$ cat config.mk
export PLATFORM = sky130hd
export DESIGN_NAME = complex_multiplier_axis
export DESIGN_NICKNAME = d
export VERILOG_FILES = /design/src/rtl/complex_multiplier_pkg.sv /design/src/rtl/complex_multiplier_pipe.sv /design/src/rtl/complex_multiplier_axis.sv
export SDC_FILE = /design/constraint.sdc
export NUM_CORES = 2
export LEC_CHECK = 0
export ABC_AREA = 1
export ABC_CLOCK_PERIOD_IN_PS = 6000
export CORE_ASPECT_RATIO = 0.9
export CORE_MARGIN = 2
export CORE_UTILIZATION = 35
export DETAILED_ROUTE_END_ITERATION = 10
export PLACE_DENSITY = 0.48
export SYNTH_ARGS = -nofsm -noshare
export SYNTH_HDL_FRONTEND = slang
export SYNTH_SLANG_ARGS = --single-unit
$ cat constraint.sdc
create_clock -name clk -period 6 [get_ports clk]
set_clock_uncertainty 0.1 [all_clocks]
set_input_delay 0.9 -clock clk [delete_from_list [all_inputs] [get_ports clk]]
set_output_delay 0.9 -clock clk [all_outputs]
set_load 0.02 [all_outputs]
$ cat src/rtl/complex_multiplier_pkg.sv
// Shared widths, the complex beat layout and the scale/saturate helper
// for the streaming complex multiplier.
package complex_multiplier_pkg;

    localparam int INTEGER_WIDTH_DEF    = 8;
    localparam int FRACTIONAL_WIDTH_DEF = 8;
    localparam int W = INTEGER_WIDTH_DEF + FRACTIONAL_WIDTH_DEF;

    // Imaginary part occupies the upper half of a beat, real part the lower half.
    typedef struct packed {
        logic signed [W-1:0] im;
        logic signed [W-1:0] re;
    } cplx_t;

    // Floor-shift by fw, then clamp to the signed w-bit range.
    // The result sits in the low w bits; valid for 2*w+1 <= 64.
    function automatic logic signed [63:0] sat_shift(input logic signed [63:0] x,
                                                     input int fw, input int w);
        logic signed [63:0] s;
        logic signed [63:0] mx;
        logic signed [63:0] mn;
        s  = x >>> fw;
        mx = (64'sd1 <<< (w - 1)) - 64'sd1;
        mn = -(64'sd1 <<< (w - 1));
        if (s > mx)      return mx;
        else if (s < mn) return mn;
        else             return s;
    endfunction

endpackage

$ cat src/rtl/complex_multiplier_pipe.sv
// Three-stage signed complex multiply (operand regs, partial products,
// combine + scale + saturate). The whole pipe advances only on ce.
module cplx_mult_pipe
    import complex_multiplier_pkg::*;
#(
    parameter int IW = INTEGER_WIDTH_DEF,
    parameter int FW = FRACTIONAL_WIDTH_DEF
) (
    input  logic                    clk,
    input  logic                    rst_n,
    input  logic                    ce,
    input  logic                    in_valid,
    input  logic [2*(IW+FW)-1:0]    a_data,
    input  logic [2*(IW+FW)-1:0]    b_data,
    output logic                    out_valid,
    output logic [2*(IW+FW)-1:0]    out_data
);
    localparam int CW     = IW + FW;
    localparam int STAGES = 3;

    logic [STAGES:1]         vld_pipe_q, vld_pipe_d;
    logic signed [CW-1:0]    ar_q, ai_q, br_q, bi_q;
    logic signed [CW-1:0]    ar_d, ai_d, br_d, bi_d;
    logic signed [2*CW-1:0]  p_rr_q, p_ii_q, p_ri_q, p_ir_q;
    logic signed [2*CW-1:0]  p_rr_d, p_ii_d, p_ri_d, p_ir_d;
    logic [2*CW-1:0]         prod_q, prod_d;
    logic signed [2*CW:0]    re_full, im_full;
    logic signed [63:0]      re_sat, im_sat;
    logic                    unused_sat_hi;

    // One extra bit keeps the sum/difference of two full products exact.
    always_comb begin
        re_full = {p_rr_q[2*CW-1], p_rr_q} - {p_ii_q[2*CW-1], p_ii_q};
        im_full = {p_ri_q[2*CW-1], p_ri_q} + {p_ir_q[2*CW-1], p_ir_q};
        re_sat  = sat_shift({{(63-2*CW){re_full[2*CW]}}, re_full}, FW, CW);
        im_sat  = sat_shift({{(63-2*CW){im_full[2*CW]}}, im_full}, FW, CW);
    end

    assign unused_sat_hi = ^{re_sat[63:CW], im_sat[63:CW]};

    always_comb begin
        vld_pipe_d = vld_pipe_q;
        ar_d   = ar_q;
        ai_d   = ai_q;
        br_d   = br_q;
        bi_d   = bi_q;
        p_rr_d = p_rr_q;
        p_ii_d = p_ii_q;
        p_ri_d = p_ri_q;
        p_ir_d = p_ir_q;
        prod_d = prod_q;
        if (ce) begin
            vld_pipe_d = {vld_pipe_q[STAGES-1:1], in_valid};
            ar_d   = a_data[CW-1:0];
            ai_d   = a_data[2*CW-1:CW];
            br_d   = b_data[CW-1:0];
            bi_d   = b_data[2*CW-1:CW];
            p_rr_d = ar_q * br_q;
            p_ii_d = ai_q * bi_q;
            p_ri_d = ar_q * bi_q;
            p_ir_d = ai_q * br_q;
            prod_d = {im_sat[CW-1:0], re_sat[CW-1:0]};
        end
    end

    always_ff @(posedge clk) begin
        if (!rst_n) begin
            vld_pipe_q <= '0;
            ar_q   <= '0;
            ai_q   <= '0;
            br_q   <= '0;
            bi_q   <= '0;
            p_rr_q <= '0;
            p_ii_q <= '0;
            p_ri_q <= '0;
            p_ir_q <= '0;
            prod_q <= '0;
        end else begin
            vld_pipe_q <= vld_pipe_d;
            ar_q   <= ar_d;
            ai_q   <= ai_d;
            br_q   <= br_d;
            bi_q   <= bi_d;
            p_rr_q <= p_rr_d;
            p_ii_q <= p_ii_d;
            p_ri_q <= p_ri_d;
            p_ir_q <= p_ir_d;
            prod_q <= prod_d;
        end
    end

    assign out_valid = vld_pipe_q[STAGES];
    assign out_data  = prod_q;

endmodule

$ cat src/rtl/complex_multiplier_axis.sv
// Streaming complex multiplier: joins one A and one B beat into one
// product beat, with the pipeline stalled by downstream backpressure.
module complex_multiplier_axis
    import complex_multiplier_pkg::*;
#(
    parameter int INTEGER_WIDTH    = INTEGER_WIDTH_DEF,
    parameter int FRACTIONAL_WIDTH = FRACTIONAL_WIDTH_DEF
) (
    input  logic                                          clk,
    input  logic                                          rst_n,
    input  logic                                          input_a_tvalid,
    output logic                                          input_a_tready,
    input  logic [2*(INTEGER_WIDTH+FRACTIONAL_WIDTH)-1:0] input_a_tdata,
    input  logic                                          input_b_tvalid,
    output logic                                          input_b_tready,
    input  logic [2*(INTEGER_WIDTH+FRACTIONAL_WIDTH)-1:0] input_b_tdata,
    output logic                                          output_prod_tvalid,
    input  logic                                          output_prod_tready,
    output logic [2*(INTEGER_WIDTH+FRACTIONAL_WIDTH)-1:0] output_prod_tdata
);
    logic ce;
    logic accept;

    // Both sides are taken in the same cycle or not at all.
    assign ce             = !output_prod_tvalid || output_prod_tready;
    assign accept         = ce && input_a_tvalid && input_b_tvalid && rst_n;
    assign input_a_tready = accept;
    assign input_b_tready = accept;

    cplx_mult_pipe #(
        .IW (INTEGER_WIDTH),
        .FW (FRACTIONAL_WIDTH)
    ) u_pipe (
        .clk       (clk),
        .rst_n     (rst_n),
        .ce        (ce),
        .in_valid  (accept),
        .a_data    (input_a_tdata),
        .b_data    (input_b_tdata),
        .out_valid (output_prod_tvalid),
        .out_data  (output_prod_tdata)
    );

endmodule

Yosys cells after proc, flatten, opt, wreduce, memory -nomap -nowiden
Index checks and enable logic that the tools add are counted.

word-level totals
  register bits after elaboration = 227
  bits of input ports = 69
  output and inout bits = 35
  logic and storage cells = 29

cells by class
  add/sub/neg operators = 2
  multipliers = 4
  magnitude comparators = 4
  multiplexer cells = 4
  reductions and logical operators = 5

operator list
  operator              number
  $mul 16x16->32        4
  $mux 16               4
  $gt 25x16->1 const B  2
  $lt 25x16->1 const B  2
  $add 32x32->33        1
  $sub 32x32->33        1
  $logic_and 1x1->1     3
  $logic_not 1->1       1
  $logic_or 1x1->1      1

Logic depth before layout (Yosys ltp)
  depth in word-level cells = 5
  mapped depth = 30
  depth with buffers taken out = 28

Modules after synthesis
Synthesis repeated with hierarchy kept, for this count alone.

second synthesis, totals
  cell total of the unflattened synthesis = 7,308
  area total of the unflattened synthesis = 54,101.9 µm²

modules (own cells, without submodules)
  module                   times used  cells each  area an instance (µm²)  sequential area each (µm²)
  cplx_mult_pipe           1           7,302       54,069.4                4,544.4
  complex_multiplier_axis  1           6           32.5                    0.0

Worst setup path before layout
No wires, ideal clock.

  kind = reg-to-reg
  start point = register u_pipe.ar_q[15]
  end point = register u_pipe.p_rr_q[31]
  setup time = 116 ps
  arrival = 5,717 ps
  data required time = 5,784 ps
  slack = 66 ps
  cell stages (with the launch flop) = 23
  path buffers = 2
  period minus slack after synthesis = 5,934 ps
  cell sequence = dfxtp_1 -> clkbuf_1 -> clkbuf_1 -> nand2_1 -> inv_1 -> fa_1 -> fa_1 -> fa_1 -> fa_1 -> fa_1 -> inv_1 -> fa_1 -> inv_1 -> ha_1 -> nand2_1 -> nor4_1 -> o21ai_0 -> nand3_1 -> a21oi_1 -> a21oi_1 -> o21ai_0 -> o211ai_1 -> inv_1

on the way
  word-level cells in the longest chain between the ends = 1

ends and longest elaborated chain
  element                 line                           source
  from (decl)             complex_multiplier_pipe.sv:22  logic signed [CW-1:0] ar_q, ai_q, br_q, bi_q;
  from (signal assigned)  complex_multiplier_pipe.sv:80  ar_q <= ar_d;
  $mul 16x16->32          complex_multiplier_pipe.sv:58  p_rr_d = ar_q * br_q;
  to (signal assigned)    complex_multiplier_pipe.sv:84  p_rr_q <= p_rr_d;
  to (decl)               complex_multiplier_pipe.sv:24  logic signed [2*CW-1:0] p_rr_q, p_ii_q, p_ri_q, p_ir_q;

Every way passes these cells.
A chain may end at the register's enable or synchronous reset.

Final worst setup path
  start point = register u_pipe.bi_q[7]
  end point = register u_pipe.p_ii_q[28]

on the way
  word-level cells in the longest chain between the ends = 1

ends and longest elaborated chain
  element                 line                           source
  from (decl)             complex_multiplier_pipe.sv:22
  from (signal assigned)  complex_multiplier_pipe.sv:83  bi_q <= bi_d;
  $mul 16x16->32          complex_multiplier_pipe.sv:59  p_ii_d = ai_q * bi_q;
  to (signal assigned)    complex_multiplier_pipe.sv:85  p_ii_q <= p_ii_d;
  to (decl)               complex_multiplier_pipe.sv:24

Every way passes these cells.

==> impl_results.md <==
* Outcome: completed
* Syn Nets at 8700
* CTS Buf Count at 36
* Reg2reg end: u_pipe.p_ii_q[28]$_SDFFE_PN0N_
* Area contributors post-synth: fa_1, inv_1, nand2_1, ha_1, dfxtp_1
* Post-place setup slack at -0.562 ns
* DIE AREA at 156000 um^2
* DR WL/cell at 19.2 um
* Comb power frac at 0.805
* Most frequent CP cell: fa_1
* Leak at 38.3 nW
* CP endpoint kind: register
* Minimum clock period at 5.97 ns
* Pre-antenna DRT Iters at 5
* Count leader, synth: inv_1
* Slew HR at 0.240
* Mean Syn Cell Area at 7.46 um^2
* Row count at 136
* Die height at 375 um
* Switching Share at 0.522
* Data arrival, critical path at 6.36 ns
* Yosys reg bits at 227
* Worst Hold End: u_pipe.out_data[31]$_SDFFE_PN0N_
* Synth area leader: fa_1
* Crit-path slowest cell: fa_1
* Global-route wire length before repair at 289 mm
* Fmax at 167 MHz
* Largest net degree at the start of global routing at 119
* Top cell type's share of synthesized area at 0.391
* Synth Flop Type: dfxtp_1
* CP peak stage delay at 0.61 ns
* Setup CP Type: reg -> reg
* Worst-case clock buffer depth at 3
* Worst-margin pin slew at 1.14 ns
* Synth-to-layout area growth at 24.8%
* CP Max Fanout at 6
* Num Clock Sinks at 227
* Initial drt markers at 2640
* Worst R2R Start: u_pipe.bi_q[7]$_SDFFE_PN0N_
* Final worst slack at 0.0279 ns
* Unrepaired setup endpoints after global routing: yes
* Clk slew on worst S/H paths at 0.06 ns
* Hold_buf cts at 0
* Netlist Area Pre-Place at 53600 um^2
* CP Data Required Time at 6.39 ns
* DRC at 0
* Routability cong. at 0.892
* Final Max Slew Viols at 0
* Yosys cell types at 53
* Fin. Hold Viols at 0
* Vias/cell at 4.64
* Max_cap viols at 0
* Top delay family on crit path: adder cells
* Flop2flop setup slack at 0.03 ns
* Post-synthesis sequential area ratio at 0.0847
* Vias after detailed routing at 45.4k
* Post-synth top cells: inv_1, nand2_1, fa_1
* Final net count at 9252
* Vias in the first global route at 48.9k
* Worst-skew pair later-pin latency at 0.66 ns
* HP Class: reg -> reg
* Hold Path Origin: u_pipe.out_data[31]$_SDFFE_PN0N_
* Clock Power Share at 0.097
* GR Layer Usage met2 at 0.413
* Multi-input gate area at 42200 um^2
* Final setup viols at 0
* Cell-internal power at 11.9 mW
* Core ar. at 152000 um^2
* Cells on worst reg2reg path at 25
* CTS HTree Levels at 2
* Proportion of layout cells with a drive suffix above 1 at 0.177
* Hold Path Depth at 2
* Crit start category: register
* I/O Buffers at 103
* VDD IR max at 0.428 mV
* Storage element area at 4620 um^2
* Final setup TNS at 0 ns
* Post-DP HPWL at 151 mm
* Cells after Synth at 7193
* Cell Pwr Density at 372 nW/um^2
* Top Ports at 104
* Tot GR Track Use at 0.241
* Final total power at 24.9 mW
* Die Wd at 417 um
* Switch Pwr at 13.0 mW
* Buf/Inv on CP at 6
* CTS root buffer: clkbuf_16
* Met3 global-route usage at 0.0203
* Post-synth ARST share at 0
* Initial core utilization at 0.352
* Global routing's busiest layer: met2
* Grt ovf at 0
* EDFF count, synth at 0
* Fin crit share at 0.995
* # fillers at 15.5k
* Seq pwr share at 0.098
* Final wirelength at 188 mm
* Routed Antenna Nets at 0
* Antenna violations before repair at 6
* Grt met1 use at 0.324
* Synth warn at 0
* CTS tree: done
==> worst register-to-register path, delay by kind of cell (launching register included) <==
kind / cells / cell delay [ns]
flip-flops: 1 / 0.32
AO/OA/AOI/OAI: 4 / 0.78
buffers and inverters: 6 / 0.60
adder cells (fa/ha/maj): 7 / 3.33
AND/OR/NAND/NOR: 8 / 0.72
==> power by group through the flow <==
stage / Sequential, mW / Combinational, mW / Clock (mW)
after detailed placement: 2.46 / 17.4 / 0
after CTS: 2.44 / 18.1 / 2.50
after floorplan: 2.26 / 9.86 / 0
after global routing: 2.47 / 22.2 / 2.54
final: 2.45 / 20.0 / 2.42
after global placement: 2.47 / 17.4 / 0
==> logic make-up (layout without fill, tap and decap cells) <==
family / Yosys count / in the layout / share of synthesized area
buffers and inverters: 2427 / 3006 / 0.171
xor gates and xnor gates: 140 / 140 / 0.0236
AOI/OAI and AO/OA: 576 / 576 / 0.0609
adders and majority gates: 1438 / 1438 / 0.482
and+or+nand+nor: 2385 / 2385 / 0.178
other: 0 / 3 / 0
DFF: 227 / 227 / 0.0847
==> flip-flops by register name (all words and copies together) (netlist names) <==
register,flops
u_pipe.p_ir_q,32
u_pipe.vld_pipe_q,3
u_pipe.out_data,32
u_pipe.bi_q,16
u_pipe.p_ri_q,32
u_pipe.p_ii_q,32
u_pipe.br_q,16
u_pipe.p_rr_q,32
u_pipe.ar_q,16
u_pipe.ai_q,16
==> per-stage QoR <==
stage / cells / util / hold slack (ns) / cell area, um^2
floorplan: 7193 / - / 0.318 / 53600
global placement: 9596 / 0.405 / 0.363 / 61700
detailed placement: 9596 / 0.405 / 0.367 / 61700
CTS: 9683 / 0.420 / 0.377 / 64000
global route: 9773 / 0.439 / 0.394 / 66900
finish: 9776 / 0.439 / 0.372 / 66900
==> cells in the final DEF (no fill, tap or decap), types with 27 or more instances in the layout <==
cell and instances:
nand2_1 1778, buf_4 542, xnor2_1 53, nand2_2 94, a21oi_1 156, xor2_1 71
nand3_1 157, dfxtp_1 190, buf_12 114, o21ai_2 27, o21ai_1 45, inv_2 80
a21oi_2 80, fa_2 50, clkdlybuf4s50_1 102, nor2_1 197, buf_6 48, inv_1 2026
ha_1 325, ha_4 63, nor2_2 27, fa_1 998, clkbuf_16 49, o21ai_0 145
==> how the worst max path moves through the flow <==
stage | start | to | slack (ns) | depth (start not counted)
finish | u_pipe.bi_q[7]$_SDFFE_PN0N_ | u_pipe.p_ii_q[28]$_SDFFE_PN0N_ | 0.03 | 25
global route | u_pipe.ai_q[7]$_SDFFE_PN0N_ | u_pipe.p_ii_q[28]$_SDFFE_PN0N_ | -0.21 | 26
CTS | u_pipe.br_q[6]$_SDFFE_PN0N_ | u_pipe.p_ir_q[26]$_SDFFE_PN0N_ | -0.05 | 23
detailed placement | u_pipe.br_q[4]$_SDFFE_PN0N_ | u_pipe.p_rr_q[31]$_SDFFE_PN0N_ | -0.56 | 22
global placement | u_pipe.br_q[4]$_SDFFE_PN0N_ | u_pipe.p_rr_q[31]$_SDFFE_PN0N_ | -0.57 | 22
floorplan | u_pipe.ar_q[15]$_SDFFE_PN0N_ | u_pipe.p_rr_q[31]$_SDFFE_PN0N_ | 0.07 | 22
==> layout make-up <==
| type | count | share of cell area |
|---|---|---|
| clock buffer | 40 | 0.0138 |
| inverter | 2112 | 0.119 |
| tap | 2001 | 0.0374 |
| timing repair buffer | 829 | 0.126 |
| clock inverter | 25 | 0.00514 |
| sequential | 227 | 0.0691 |
| antenna | 3 | 0.000112 |
| multi-input combinational | 4539 | 0.630 |
==> metal layers <==
metal | vias to the layer above | part of all wire | wire length [um]
li1 | 21700 | - | -
met1 | 22600 | 0.45 | 84400
met2 | 832 | 0.47 | 89100
met3 | 262 | 0.041 | 7670
met4 | 4 | 0.036 | 6810
met5 | - | 0.00014 | 26
==> repair_timing <==
action	4_1_cts	5_1_grt
gates cloned	4	13
endpoints found under the setup margin	59	69
setup buffers	20	82
pin swaps	42	272
resized for setup	175	545
Note: power is estimated with default switching activity, not from simulation.
==> patch: new RTL, config.mk and constraints unchanged <==
Change the package constant `FRACTIONAL_WIDTH_DEF` from 8 to 7.
--- a/src/rtl/complex_multiplier_pkg.sv
+++ b/src/rtl/complex_multiplier_pkg.sv
@@ -5,3 +5,3 @@
     localparam int INTEGER_WIDTH_DEF    = 8;
-    localparam int FRACTIONAL_WIDTH_DEF = 8;
+    localparam int FRACTIONAL_WIDTH_DEF = 7;
     localparam int W = INTEGER_WIDTH_DEF + FRACTIONAL_WIDTH_DEF;
Ports: changed (resized input_a_tdata, input_b_tdata and output_prod_tdata); port bits go from 104 to 98. The function was not compared with the original's and may differ.
==> patch against the unedited design <==
- routed wire length is 17% lower
- area after synthesis shrank 11%
- global-route usage decreased by 1.3 points
- synthesized cell count shrank 11%
- design area down 14%
- power is 17% lower
- worst setup slack better by 75 ps
- sequential cell count is 14 lower
- highest routed layer is now met4
==> patch: results (changes against the unedited design) <==
| Metric | Value |
|---|---|
| Crit-path leading delay family | `adder cells` |
| Hold-critical path endpoint | `u_pipe.vld_pipe_q[3]` |
| Share of async-settable or async-resettable flops after synthesis | `0% (unchanged)` |
| Outcome | `finished, final reports clean` |
| Wire length of the first global-routing pass | `244 mm (-16%)` |
| Number of cells on the worst reg-to-reg path | `23 (-8.0%)` |
| Placed cell areas | `54500 um2 (-12%)` |
| GRT Util Overall | `22.9% (-1.3 points)` |
| Via density | `4.61 (-0.67%)` |
| Largest fanout on the critical path | `8 (+2)` |
| Final RePlAce weighted congestion | `0.902 (+1.1%)` |
| Headroom to the max-slew limit | `39.0% (+15 points)` |
| Net count of the mapped netlist | `7749 (-11%)` |
| Capturing point of the worst reg2reg path | `u_pipe.p_rr_q[29]` |
| Reg-to-Reg Start | `u_pipe.ar_q[14]` |
| Pin count of the biggest net entering global routing | `130 (+9.2%)` |
| Share of final-layout standard cells stronger than drive strength 1 | `14.8% (-2.9 points)` |
| Worst EP arrival | `6290 ps (-70 ps)` |
| Sequential cell area fraction in the yosys report | `8.96% (+0.48 points)` |
| Proportion of total power due to net switching | `52.1% (-0.093 points)` |
| Leak | `33.2 nW (-13%)` |
| Initial antenna violation count | `0 (-6)` |
| Startpoint of the lowest-slack hold path | `u_pipe.vld_pipe_q[2]` |
| Routed WL per cell | `18.0 um (-6.3%)` |
| Yosys cell types | `54 (+1.9%)` |
| Worst reg-to-reg setup slack | `100 ps (+80 ps)` |
| Placed wire-length estimate after detailed placement | `129 mm (-15%)` |
| Synth cell count leaders | `1826 x inv_1, 1629 x nand2_1, 888 x fa_1` |
| Clock latency on the worst-skew pair | `620 ps (-40 ps)` |
| Detailed router's first-iteration violation count | `2487 (-5.8%)` |
| Vias in the first global route | `41800 (-15%)` |
| Antenna diode count | `0 (-3)` |
| Maximum VDD drop | `0.262 mV (-39%)` |
| Total of buffers placed on input and output ports | `97 (-5.8%)` |
| Master of the slowest instance on the critical path | `fa_2` |
patch: per-stage QoR:
step / cells / total power, W / utilization, % / hold WS, ps
finish: 8685 / 0.0206 / 42.8 / 350
global route: 8685 / 0.0226 / 42.8 / 375
CTS: 8651 / 0.0192 / 41.4 / 358
detailed placement: 8585 / 0.0167 / 40.3 / 333
global placement: 8585 / 0.0167 / 40.3 / 330
floorplan: 6410 / 0.0107 / - / 318
patch: what timing repair did:
action,4_1_cts,5_1_grt
resized for setup,53,388
buffers inserted,3,29
cloned,0,6
setup endpoints to repair,49,59
pin swaps,7,149
patch: final cells by class:
type,instances,area (um2)
fillers,14000,77300
multi-input cells,4105,36900
inverters,1845,6930
repair buffers,639,6220
flip-flops and latches,213,4320
well taps,1820,2280
clock buffers,42,942
clock inverters,21,270
patch: tightest hold or removal path, cell delays in order (launching register included):
cell	delay [ps]
dfxtp_1	300
nand2_1	60
nand2_1	60
patch: worst max path at each step:
stage	startpoint	end	slack (ps)	cells past startpoint
finish	u_pipe.ar_q[14]	u_pipe.p_rr_q[29]	100	23
global route	u_pipe.ar_q[14]	u_pipe.p_rr_q[29]	-70	27
CTS	u_pipe.ar_q[14]	u_pipe.p_rr_q[29]	-20	27
detailed placement	u_pipe.br_q[0]	u_pipe.p_rr_q[24]	-320	24
global placement	u_pipe.br_q[0]	u_pipe.p_rr_q[29]	-290	24
floorplan	u_pipe.bi_q[0]	u_pipe.p_ri_q[23]	30	27
patch: logic make-up after synthesis:
family | count (synthesis) | share of synthesized area, %
AND/OR/NAND/NOR | 2174 | 18.3
AO/OA/AOI/OAI | 540 | 6.50
adder cells (fa/ha/maj) | 1274 | 47.5
XOR/XNOR | 117 | 2.15
flip-flops | 213 | 8.96
buffers and inverters | 2092 | 16.6
patch: per-layer routing:
layer  track usage (%)  share of wire [%]  up-vias
met4              6.95                3.3        0
met5                 0                  0        -
met1              33.6                 48    19600
li1                  -                  -    19400
met3              3.39                5.8      146
met2              34.5                 43      922
patch: power by group through the flow:
stage / clock (W) / sequential [W] / combinational (W)
after floorplan: 0 / 0.00210 / 0.00858
after global placement: 0 / 0.00211 / 0.0146
after detailed placement: 0 / 0.00211 / 0.0146
after CTS: 0.00234 / 0.00209 / 0.0148
after global routing: 0.00238 / 0.00212 / 0.0181
final: 0.00226 / 0.00209 / 0.0162
